## config.mk

```make
export PLATFORM = sky130hd
export DESIGN_NAME = ex_mc
export DESIGN_NICKNAME = d
export VERILOG_FILES = /design/src/rtl/ex_mc_pkg.sv /design/src/rtl/ex_mul_iter.sv /design/src/rtl/ex_mc.sv
export SDC_FILE = /design/constraint.sdc
export NUM_CORES = 1
export LEC_CHECK = 0
export BUFFER_PORTS_ARGS = -buffer_cell sky130_fd_sc_hd__buf_4
export CAP_MARGIN = 20
export CORE_MARGIN = 2
export CORE_UTILIZATION = 40
export DETAILED_ROUTE_END_ITERATION = 8
export GPL_ROUTABILITY_DRIVEN = 0
export PLACE_DENSITY = 0.72
export SLEW_MARGIN = 20
export SYNTH_ARGS = -nofsm -noshare
export SYNTH_HDL_FRONTEND = slang
export SYNTH_HIERARCHICAL = 1
export SYNTH_SLANG_ARGS = --single-unit
```

## constraint.sdc

```tcl
create_clock -name clk -period 5.7 [get_ports clk]
set_clock_uncertainty 0.05 [all_clocks]
set_input_delay 0.285 -clock clk [delete_from_list [all_inputs] [get_ports clk]]
set_output_delay 0.285 -clock clk [all_outputs]
set_load 0.02 [all_outputs]
```

## src/rtl/ex_mc_pkg.sv

```systemverilog
// Shared definitions for the execute stage: ALU opcodes, the branch opcode,
// the control FSM state type and bit positions inside the {N,Z,V} flag vector.
package ex_mc_pkg;

  localparam logic [3:0] ALU_ADD  = 4'd0;
  localparam logic [3:0] ALU_SUB  = 4'd1;
  localparam logic [3:0] ALU_AND  = 4'd2;
  localparam logic [3:0] ALU_OR   = 4'd3;
  localparam logic [3:0] ALU_XOR  = 4'd4;
  localparam logic [3:0] ALU_SLL  = 4'd5;
  localparam logic [3:0] ALU_SRL  = 4'd6;
  localparam logic [3:0] ALU_SRA  = 4'd7;
  localparam logic [3:0] ALU_PASS = 4'd8;
  localparam logic [3:0] ALU_MUL  = 4'd9;

  localparam logic [3:0] OPC_B = 4'hC;

  localparam int FLAG_N = 2;
  localparam int FLAG_Z = 1;
  localparam int FLAG_V = 0;

  typedef enum logic {
    ST_IDLE = 1'b0,
    ST_MUL  = 1'b1
  } ex_state_e;

endpackage

```

## src/rtl/ex_mul_iter.sv

```systemverilog
// Iterative shift-add multiplier: one partial product per clock, DATA_W
// iterations, low DATA_W bits of the product. Present only when EX_MUL_EN is
// defined; without it this file contributes no module.
`ifdef EX_MUL_EN
module ex_mul_iter #(
  parameter int DATA_W = 16
) (
  input  logic              clk,
  input  logic              rst,
  input  logic              start,
  input  logic              abort,
  input  logic [DATA_W-1:0] op_a,
  input  logic [DATA_W-1:0] op_b,
  output logic              done,
  output logic [DATA_W-1:0] product
);

  localparam int CNT_W = $clog2(DATA_W + 1);

  logic [DATA_W-1:0] acc_q, acc_d;
  logic [DATA_W-1:0] mcand_q, mcand_d;
  logic [DATA_W-1:0] mplier_q, mplier_d;
  logic [CNT_W-1:0]  cnt_q, cnt_d;
  logic [DATA_W-1:0] partial;

  // One shift-add step per cycle; the down-counter marks remaining iterations.
  always_comb begin
    partial  = mplier_q[0] ? mcand_q : '0;
    acc_d    = acc_q;
    mcand_d  = mcand_q;
    mplier_d = mplier_q;
    cnt_d    = cnt_q;
    if (abort) begin
      cnt_d = '0;
    end else if (start) begin
      acc_d    = '0;
      mcand_d  = op_a;
      mplier_d = op_b;
      cnt_d    = CNT_W'(DATA_W);
    end else if (cnt_q != '0) begin
      acc_d    = acc_q + partial;
      mcand_d  = mcand_q << 1;
      mplier_d = mplier_q >> 1;
      cnt_d    = cnt_q - CNT_W'(1);
    end
  end

  // Terminal count: the last iteration is in flight, so the final sum is
  // offered combinationally and the caller captures it on this edge.
  always_comb begin
    done    = (cnt_q == CNT_W'(1));
    product = acc_q + partial;
  end

  // Multiplier registers, cleared by reset.
  always_ff @(posedge clk) begin
    if (rst) begin
      acc_q    <= '0;
      mcand_q  <= '0;
      mplier_q <= '0;
      cnt_q    <= '0;
    end else begin
      acc_q    <= acc_d;
      mcand_q  <= mcand_d;
      mplier_q <= mplier_d;
      cnt_q    <= cnt_d;
    end
  end

endmodule
`endif

```

## src/rtl/ex_mc.sv

```systemverilog
// Execute stage: single-cycle ALU with a one-entry registered output and
// valid/ready handshakes on both sides. With EX_MUL_EN defined, MUL runs on
// the iterative multiplier ex_mul_iter under a two-state FSM.
//
//   state   | meaning
//   --------+-------------------------------------------------------
//   ST_IDLE | can accept work (when output slot free or draining)
//   ST_MUL  | multiplier iterating; no issue accepted, busy high
module ex_mc
  import ex_mc_pkg::*;
#(
  parameter int DATA_W = 16,
  parameter int SH_W   = 4
) (
  input  logic              clk,
  input  logic              rst,
  input  logic              in_valid,
  output logic              in_ready,
  input  logic [DATA_W-1:0] pc,
  input  logic [DATA_W-1:0] reg1,
  input  logic [DATA_W-1:0] reg2,
  input  logic [DATA_W-1:0] sext_in,
  input  logic [15:0]       instr,
  input  logic              alu_src,
  input  logic [3:0]        alu_op,
  input  logic [SH_W-1:0]   sh_amt,
  input  logic [2:0]        flags_in,
  output logic              out_valid,
  input  logic              out_ready,
  output logic [DATA_W-1:0] alu_result,
  output logic [DATA_W-1:0] target_addr,
  output logic [2:0]        flags,
  input  logic              flush,
  output logic              busy
);

  logic              out_valid_q, out_valid_d;
  logic [DATA_W-1:0] result_q, result_d;
  logic [2:0]        flags_q, flags_d;

  logic [DATA_W-1:0] op0, op1;
  logic [DATA_W-1:0] alu_res;
  logic [2:0]        alu_flags;
  logic              alu_upd, alu_v;
  logic              accept;
  logic              instr_unused;

  assign instr_unused = ^instr[11:9];

  // Branches compute pc+1 plus the 9-bit offset; everything else uses registers.
  always_comb begin
    if (instr[15:12] == OPC_B) begin
      op0 = pc + DATA_W'(1);
      op1 = {{(DATA_W-9){instr[8]}}, instr[8:0]};
    end else begin
      op0 = reg1;
      op1 = alu_src ? reg2 : sext_in;
    end
  end

  // Single-cycle ALU; only arithmetic/logic ops replace the incoming flags.
  always_comb begin
    alu_res   = '0;
    alu_upd   = 1'b0;
    alu_v     = 1'b0;
    alu_flags = flags_in;
    case (alu_op)
      ALU_ADD: begin
        alu_res = op0 + op1;
        alu_upd = 1'b1;
        alu_v   = (op0[DATA_W-1] == op1[DATA_W-1]) && (alu_res[DATA_W-1] != op0[DATA_W-1]);
      end
      ALU_SUB: begin
        alu_res = op0 - op1;
        alu_upd = 1'b1;
        alu_v   = (op0[DATA_W-1] != op1[DATA_W-1]) && (alu_res[DATA_W-1] != op0[DATA_W-1]);
      end
      ALU_AND: begin alu_res = op0 & op1; alu_upd = 1'b1; end
      ALU_OR:  begin alu_res = op0 | op1; alu_upd = 1'b1; end
      ALU_XOR: begin alu_res = op0 ^ op1; alu_upd = 1'b1; end
      ALU_SLL:  alu_res = op0 << sh_amt;
      ALU_SRL:  alu_res = op0 >> sh_amt;
      ALU_SRA:  alu_res = $signed(op0) >>> sh_amt;
      ALU_PASS: alu_res = op0;
      default:  alu_res = '0;
    endcase
    if (alu_upd) begin
      alu_flags[FLAG_N] = alu_res[DATA_W-1];
      alu_flags[FLAG_Z] = (alu_res == '0);
      alu_flags[FLAG_V] = alu_v;
    end
  end

`ifdef EX_MUL_EN
  ex_state_e         state_q, state_d;
  logic [2:0]        mul_flags_q, mul_flags_d;
  logic              mul_start, mul_done;
  logic [DATA_W-1:0] mul_product;

  ex_mul_iter #(.DATA_W(DATA_W)) u_mul (
    .clk     (clk),
    .rst     (rst),
    .start   (mul_start),
    .abort   (flush),
    .op_a    (op0),
    .op_b    (op1),
    .done    (mul_done),
    .product (mul_product)
  );

  assign in_ready = (state_q == ST_IDLE) && (!out_valid_q || out_ready);
  assign busy     = (state_q == ST_MUL);
`else
  assign in_ready = !out_valid_q || out_ready;
  assign busy     = 1'b0;
`endif

  assign accept = in_valid && in_ready;

  // Output slot / FSM next state: flush wins over accept, drain and reload share a cycle.
  always_comb begin
    out_valid_d = out_valid_q;
    result_d    = result_q;
    flags_d     = flags_q;
`ifdef EX_MUL_EN
    state_d     = state_q;
    mul_flags_d = mul_flags_q;
    mul_start   = 1'b0;
`endif
    if (out_valid_q && out_ready) begin
      out_valid_d = 1'b0;
    end
    if (flush) begin
      out_valid_d = 1'b0;
`ifdef EX_MUL_EN
      state_d     = ST_IDLE;
`endif
    end
`ifdef EX_MUL_EN
    else if (accept && (alu_op == ALU_MUL)) begin
      state_d     = ST_MUL;
      mul_start   = 1'b1;
      mul_flags_d = flags_in;
    end else if ((state_q == ST_MUL) && mul_done) begin
      state_d     = ST_IDLE;
      result_d    = mul_product;
      flags_d     = mul_flags_q;
      out_valid_d = 1'b1;
    end
`endif
    else if (accept) begin
      result_d    = alu_res;
      flags_d     = alu_flags;
      out_valid_d = 1'b1;
    end
  end

  // Output register.
  always_ff @(posedge clk) begin
    if (rst) begin
      out_valid_q <= 1'b0;
      result_q    <= '0;
      flags_q     <= '0;
    end else begin
      out_valid_q <= out_valid_d;
      result_q    <= result_d;
      flags_q     <= flags_d;
    end
  end

`ifdef EX_MUL_EN
  // FSM state and the flags captured when a MUL is issued.
  always_ff @(posedge clk) begin
    if (rst) begin
      state_q     <= ST_IDLE;
      mul_flags_q <= '0;
    end else begin
      state_q     <= state_d;
      mul_flags_q <= mul_flags_d;
    end
  end
`endif

  assign out_valid   = out_valid_q;
  assign alu_result  = result_q;
  assign target_addr = result_q;
  assign flags       = flags_q;

endmodule

```

# Yosys cells after proc, flatten, opt, wreduce, memory -nomap -nowiden
# Index checks and enable logic that the tools add are counted.
# Widths: inputs -> output; s select.
# totals
regBits	20
in_bits	97
# op_classes
add_sub_neg	3
n_eq_ne	13
shift	3
muxes	9
bitwise	4
n_reduce_logical	12
# op_table
cell	count
$pmux 16 s9	1
$mux 16	3
$add 16x1->16 const B	1
$add 16x16->16	1
$and 16x16->16	1
$eq 4x3->1 const B	4
$logic_not 16->1	1
$or 16x16->16	1
$shl 16x4->16	1
$shr 16x4->16	1
$sshr 16x4->16	1
$sub 16x16->16	1
$xor 16x16->16	1
$eq 4x2->1 const B	2
$eq 4x4->1 const B	2
$reduce_or 5->1	1
$eq 4x1->1 const B	1
$logic_and 1x1->1	4
$logic_not 4->1	1
$mux 1	3
$mux 3	1
$ne 1x1->1	3
$pmux 1 s2	1
$reduce_and 2->1	1
6 further kinds	6

# Depth between registers and ports, before layout
# logic_depth
word_depth	7
ltp_mapped	20
ltp_nobuf	16

# Worst setup path before layout
# OpenSTA, ideal clock, no wires.
# synth_timing
kind	input to register
from	input port instr[12]
to	register flags_q[1], in the netlist flags[1]
setup_time_ns	0.069
arrival_ns	4.031
required_ns	5.581
slack_ns	1.551
path_stages	20
n_path_buf	5
path_cell_list	and4bb_1 > buf_6 > buf_12 > buf_6 > buf_2 > clkbuf_1 > nand2_1 > o21ai_0 > ha_1 > fa_1 > o21ba_2 > nand2b_1 > a21oi_1 > o21ai_0 > a311oi_1 > a31oi_1 > or4b_4 > nor4b_2 > nand4_1 > o21ai_1
# synth_between
elab_chain_len	6
elab_cells_between_ends	14
classes_between	2 x add/sub; 1 x eq/ne; 3 x shift; 4 x mux; 3 x bitwise; 1 x reduce/logical
# synth_rtl
item	line	text
from (decl)	ex_mc.sv:23	input logic [15:0] instr,
$eq 4x4->1 (*)	ex_mc.sv:52	if (instr[15:12] == OPC_B) begin
$mux 16	ex_mc.sv:52	
$sub 16x16->16, or another cell as far along	ex_mc.sv:74	alu_res = op0 - op1;
$pmux 16 s9 (*)	ex_mc.sv:67	case (alu_op)
$logic_not 16->1 (*)	ex_mc.sv:89	alu_flags[FLAG_Z] = (alu_res == '0);
$mux 3 (*)	ex_mc.sv:87	if (alu_upd) begin
to (signal assigned)	ex_mc.sv:167	flags_q <= flags_d;
to (decl)	ex_mc.sv:39	logic [2:0] flags_q, flags_d;
# Every way passes the cells marked *; elsewhere a longest branch is shown, timed or not.
# A chain may end at the register's enable or synchronous reset.

# Final worst setup path
# Same ends and word-level chain as after synthesis.

==> impl_metrics.py <==
metrics = {
    "timing": {
        "tightest_slew_ns": 1.08,
        "post-route-period-util_pct": 80.6,
        "rsz0062_at_grt": "false",
        "maxSlewHeadroom_pct": 27.8,
        "fmax_mhz": 218,
        "hold_viol": 0,
        "setup_viol": 0,
        "final.min_clock_period_ns": 4.59,
        "finalMaxSlewViolations": 0,
        "finalSetupTns_ns": 0,
    },
    "placement": {
        "numPortBuffers": 130,
        "place_hpwl_mm": 17.9,
        "dpl_cell_area_mm2": 0.00738,
    },
    "synth": {
        "synth.distinct_cells": 107,
        "synth-edff-count": 0,
        "syn_area_per_cell_um2": 7.02,
        "syn-instance-count": 923,
        "yosys_warnings": 6,
        "synthFlopType": "dfxtp_1",
        "async_flop_share_pct": 0,
        "ys_top_cells_by_area": "ha_1 (9.3%), dfxtp_1 (6.2%), nor2_1 (5.5%), o21ai_0 (4.6%), nand2_1 (4.2%)",
        "yosysMostFrequentCell": "nor2_1",
        "synth_area_mm2": 0.00648,
        "synth_top_area_cell": "ha_1",
        "synth_commonest_cells": "nor2_1 (95), nand2_1 (73), o21ai_0 (59)",
        "ys_ff_latch": 20,
        "ys_seq_area_share_pct": 6.18,
        "synth_nets": 1070,
        "netlist.area_leader.share_pct": 9.26,
    },
    "clock_tree": {
        "cts_htree_levels": 1,
        "clk_latency_ns": 0.25,
        "hold_buffers": 0,
        "clk_path_buf_depth": 2,
        "post_cts.repair.setup_buffers": 0,
        "cts_buffers": 3,
        "clkTransAtPathRegs_ns": 0.05,
        "cts_tree": "yes",
        "post_cts_resized": 0,
        "ctsRootBufferMaster": "clkbuf_16",
        "clock_sinks": 20,
    },
    "floorplanning": {
        "fp.dieArea_mm2": 0.0172,
        "die_h_um": 131,
        "ios": 135,
        "start_util_pct": 40.8,
        "core_area_mm2": 0.0159,
        "rows": 46,
        "die_w_um": 131,
    },
    "finish": {
        "finalInstanceArea_mm2": 0.00747,
        "multi_input_comb_area_mm2": 0.00543,
        "antenna_cells": 0,
        "drive_gt1_share_pct": 21.8,
        "final_nets": 1129,
        "fill_cells": 1687,
        "ff_latch_area_um2": 400,
        "area_delta_synth_final_pct": 15.3,
    },
    "setup_path": {
        "path_max_fanout": 34,
        "cpMaxStageDelayCell": "and4bb_2",
        "reg2reg_from": "out_valid",
        "path_class": "in2reg",
        "critPathArrivalTime_ns": 4.73,
        "startpoint": "instr[12]",
        "max_stage_delay_ns": 0.74,
        "path_common_cell": "buf_4",
        "r2r-end": "flags[1]",
        "path_cells": "buf_4 -> and4bb_2 -> buf_4 -> nand2_1 -> mux2i_1 -> nor2_1 -> ha_1 -> nor3_1 -> a21oi_1 -> a31oi_1 -> a211oi_1 -> o21ai_0 -> nor4_1 -> o2111a_1 -> nand3_1 -> o21ai_1",
        "start_kind": "primary input",
        "crit_end": "flags[1]",
        "r2r_cells": 7,
        "cp-end-kind": "register",
        "required_ns": 5.84,
        "reg2reg_slack_ns": 4.00,
    },
    "drt": {
        "drtPass1Iterations": 9,
        "drc": 29,
        "wl_per_cell_um": 19.8,
        "vias": 7934,
        "wl_mm": 23.7,
        "viasPerCell": 6.63,
        "drtAntennaViolNets": 0,
        "drt_iter0_markers": 1211,
    },
    "global_route": {
        "grt_max_degree": 44,
        "grt_antenna_before_repair": 0,
        "grt_first_pass_wirelength_mm": 37.6,
        "grt_pass1_vias": 7300,
        "overflow": 0,
        "grtUsageTotal_pct": 25.9,
    },
    "power": {
        "leakagePower_nw": 3.09,
        "power_density_mw_per_mm2": 138,
        "ir_drop_mv": 0.121,
    },
    "run_status": {
        "outcome": "finished with violations",
        "violations": "design-rule violations",
    },
    "min_path": {
        "min_path_type": "in2reg",
    },
    "flow_run": {
        "drv_cap": 0,
    },
}
-- state kept, by name (all words and copies together), names as in the netlist --
name	count
alu_result	16
flags	3
out_valid	1
-- layer usage --
layer | GRT usage [%] | vias up | routed length [um]
li1 | - | 3633 | -
met4 | 12.0 | 0 | 1190
met3 | 5.79 | 110 | 2750
met1 | 32.7 | 3600 | 9320
met5 | 0 | - | 0
met2 | 42.0 | 591 | 10500
-- where the power goes --
part / leakage (nW) / switching, mW / internal [mW]
clock: 0.0442 / 0.0500 / 0.107
sequential: 0.164 / 0.00731 / 0.150
combinational: 2.88 / 0.438 / 0.280
-- kinds of logic (layout without fill, tap and decap cells) --
| group | Yosys count | after routing | synth area share, % |
|---|---|---|---|
| multiplexers | 43 | 43 | 8.86 |
| XOR/XNOR | 10 | 10 | 1.35 |
| buffers and inverters | 144 | 202 | 10.9 |
| adder cells (fa/ha/maj) | 50 | 50 | 9.88 |
| AO/OA/AOI/OAI | 315 | 315 | 35.2 |
| flip-flops | 20 | 20 | 6.18 |
| other | 1 | 1 | 0.0578 |
| AND/OR/NAND/NOR | 340 | 340 | 27.6 |
-- metrics by stage --
step / total power [mW] / setup WS, ns / hold WS, ns / cells / utilization (%)
5_1_grt: 1.10 / 0.697 / 0.172 / 1197 / 47.0
3_3_place_gp: 0.843 / 0.947 / 0.401 / 1193 / 46.5
6_report: 1.03 / 1.11 / 0.161 / 1197 / 47.0
2_1_floorplan: 0.645 / 1.55 / 0.314 / 923 / -
3_5_place_dp: 0.850 / 0.934 / 0.418 / 1193 / 46.5
4_1_cts: 1.01 / 1.17 / 0.164 / 1197 / 47.0
-- worst min path at each step --
stage,start,to,depth (start not counted)
floorplan,flush,out_valid,1
global placement,flags[2],flags[2],2
detailed placement,flags[2],flags[2],2
CTS,flush,out_valid,2
global route,flush,out_valid,2
finish,flush,out_valid,2
-- worst max-delay path: cells and delay by family --
family	cells	cell delay [ns]
AND/OR/NAND/NOR	6	1.76
AO/OA/AOI/OAI	6	1.09
buffers and inverters	2	0.55
adder cells (fa/ha/maj)	1	0.54
multiplexers	1	0.48
-- cell usage in the layout, fill, tap and decap left out, types with 6 or more instances in the layout --
| cell type | n |
|---|---|
| ha_1 | 48 |
| a211oi_1 | 24 |
| nor4_1 | 15 |
| a211o_1 | 6 |
| a21o_1 | 14 |
| inv_1 | 53 |
| a21oi_1 | 52 |
| xnor2_1 | 8 |
| a221oi_1 | 18 |
| o21bai_1 | 7 |
| mux2_2 | 12 |
| buf_4 | 143 |
| and2_1 | 6 |
| nor2b_1 | 6 |
| nand2b_1 | 9 |
| mux2i_1 | 20 |
| o211ai_1 | 12 |
| a311oi_1 | 10 |
| o221ai_1 | 8 |
| nor3_1 | 39 |
| and3_1 | 13 |
| a31oi_1 | 8 |
| nand3_1 | 18 |
| o31ai_1 | 13 |
| a22oi_1 | 7 |
| o22ai_1 | 8 |
| o21ai_0 | 59 |
| nor2_1 | 95 |
| nand4_1 | 9 |
| nand2_1 | 73 |
| dfxtp_1 | 20 |
| mux4_2 | 10 |
-- final cells by class --
type,instances,area share [%]
multi-input cells,759,72.7
repair buffers,143,14.4
flip-flops and latches,20,5.36
well taps,216,3.62
inverters,55,2.78
clock buffers,4,1.19
Note: power is estimated with default switching activity, not from simulation.
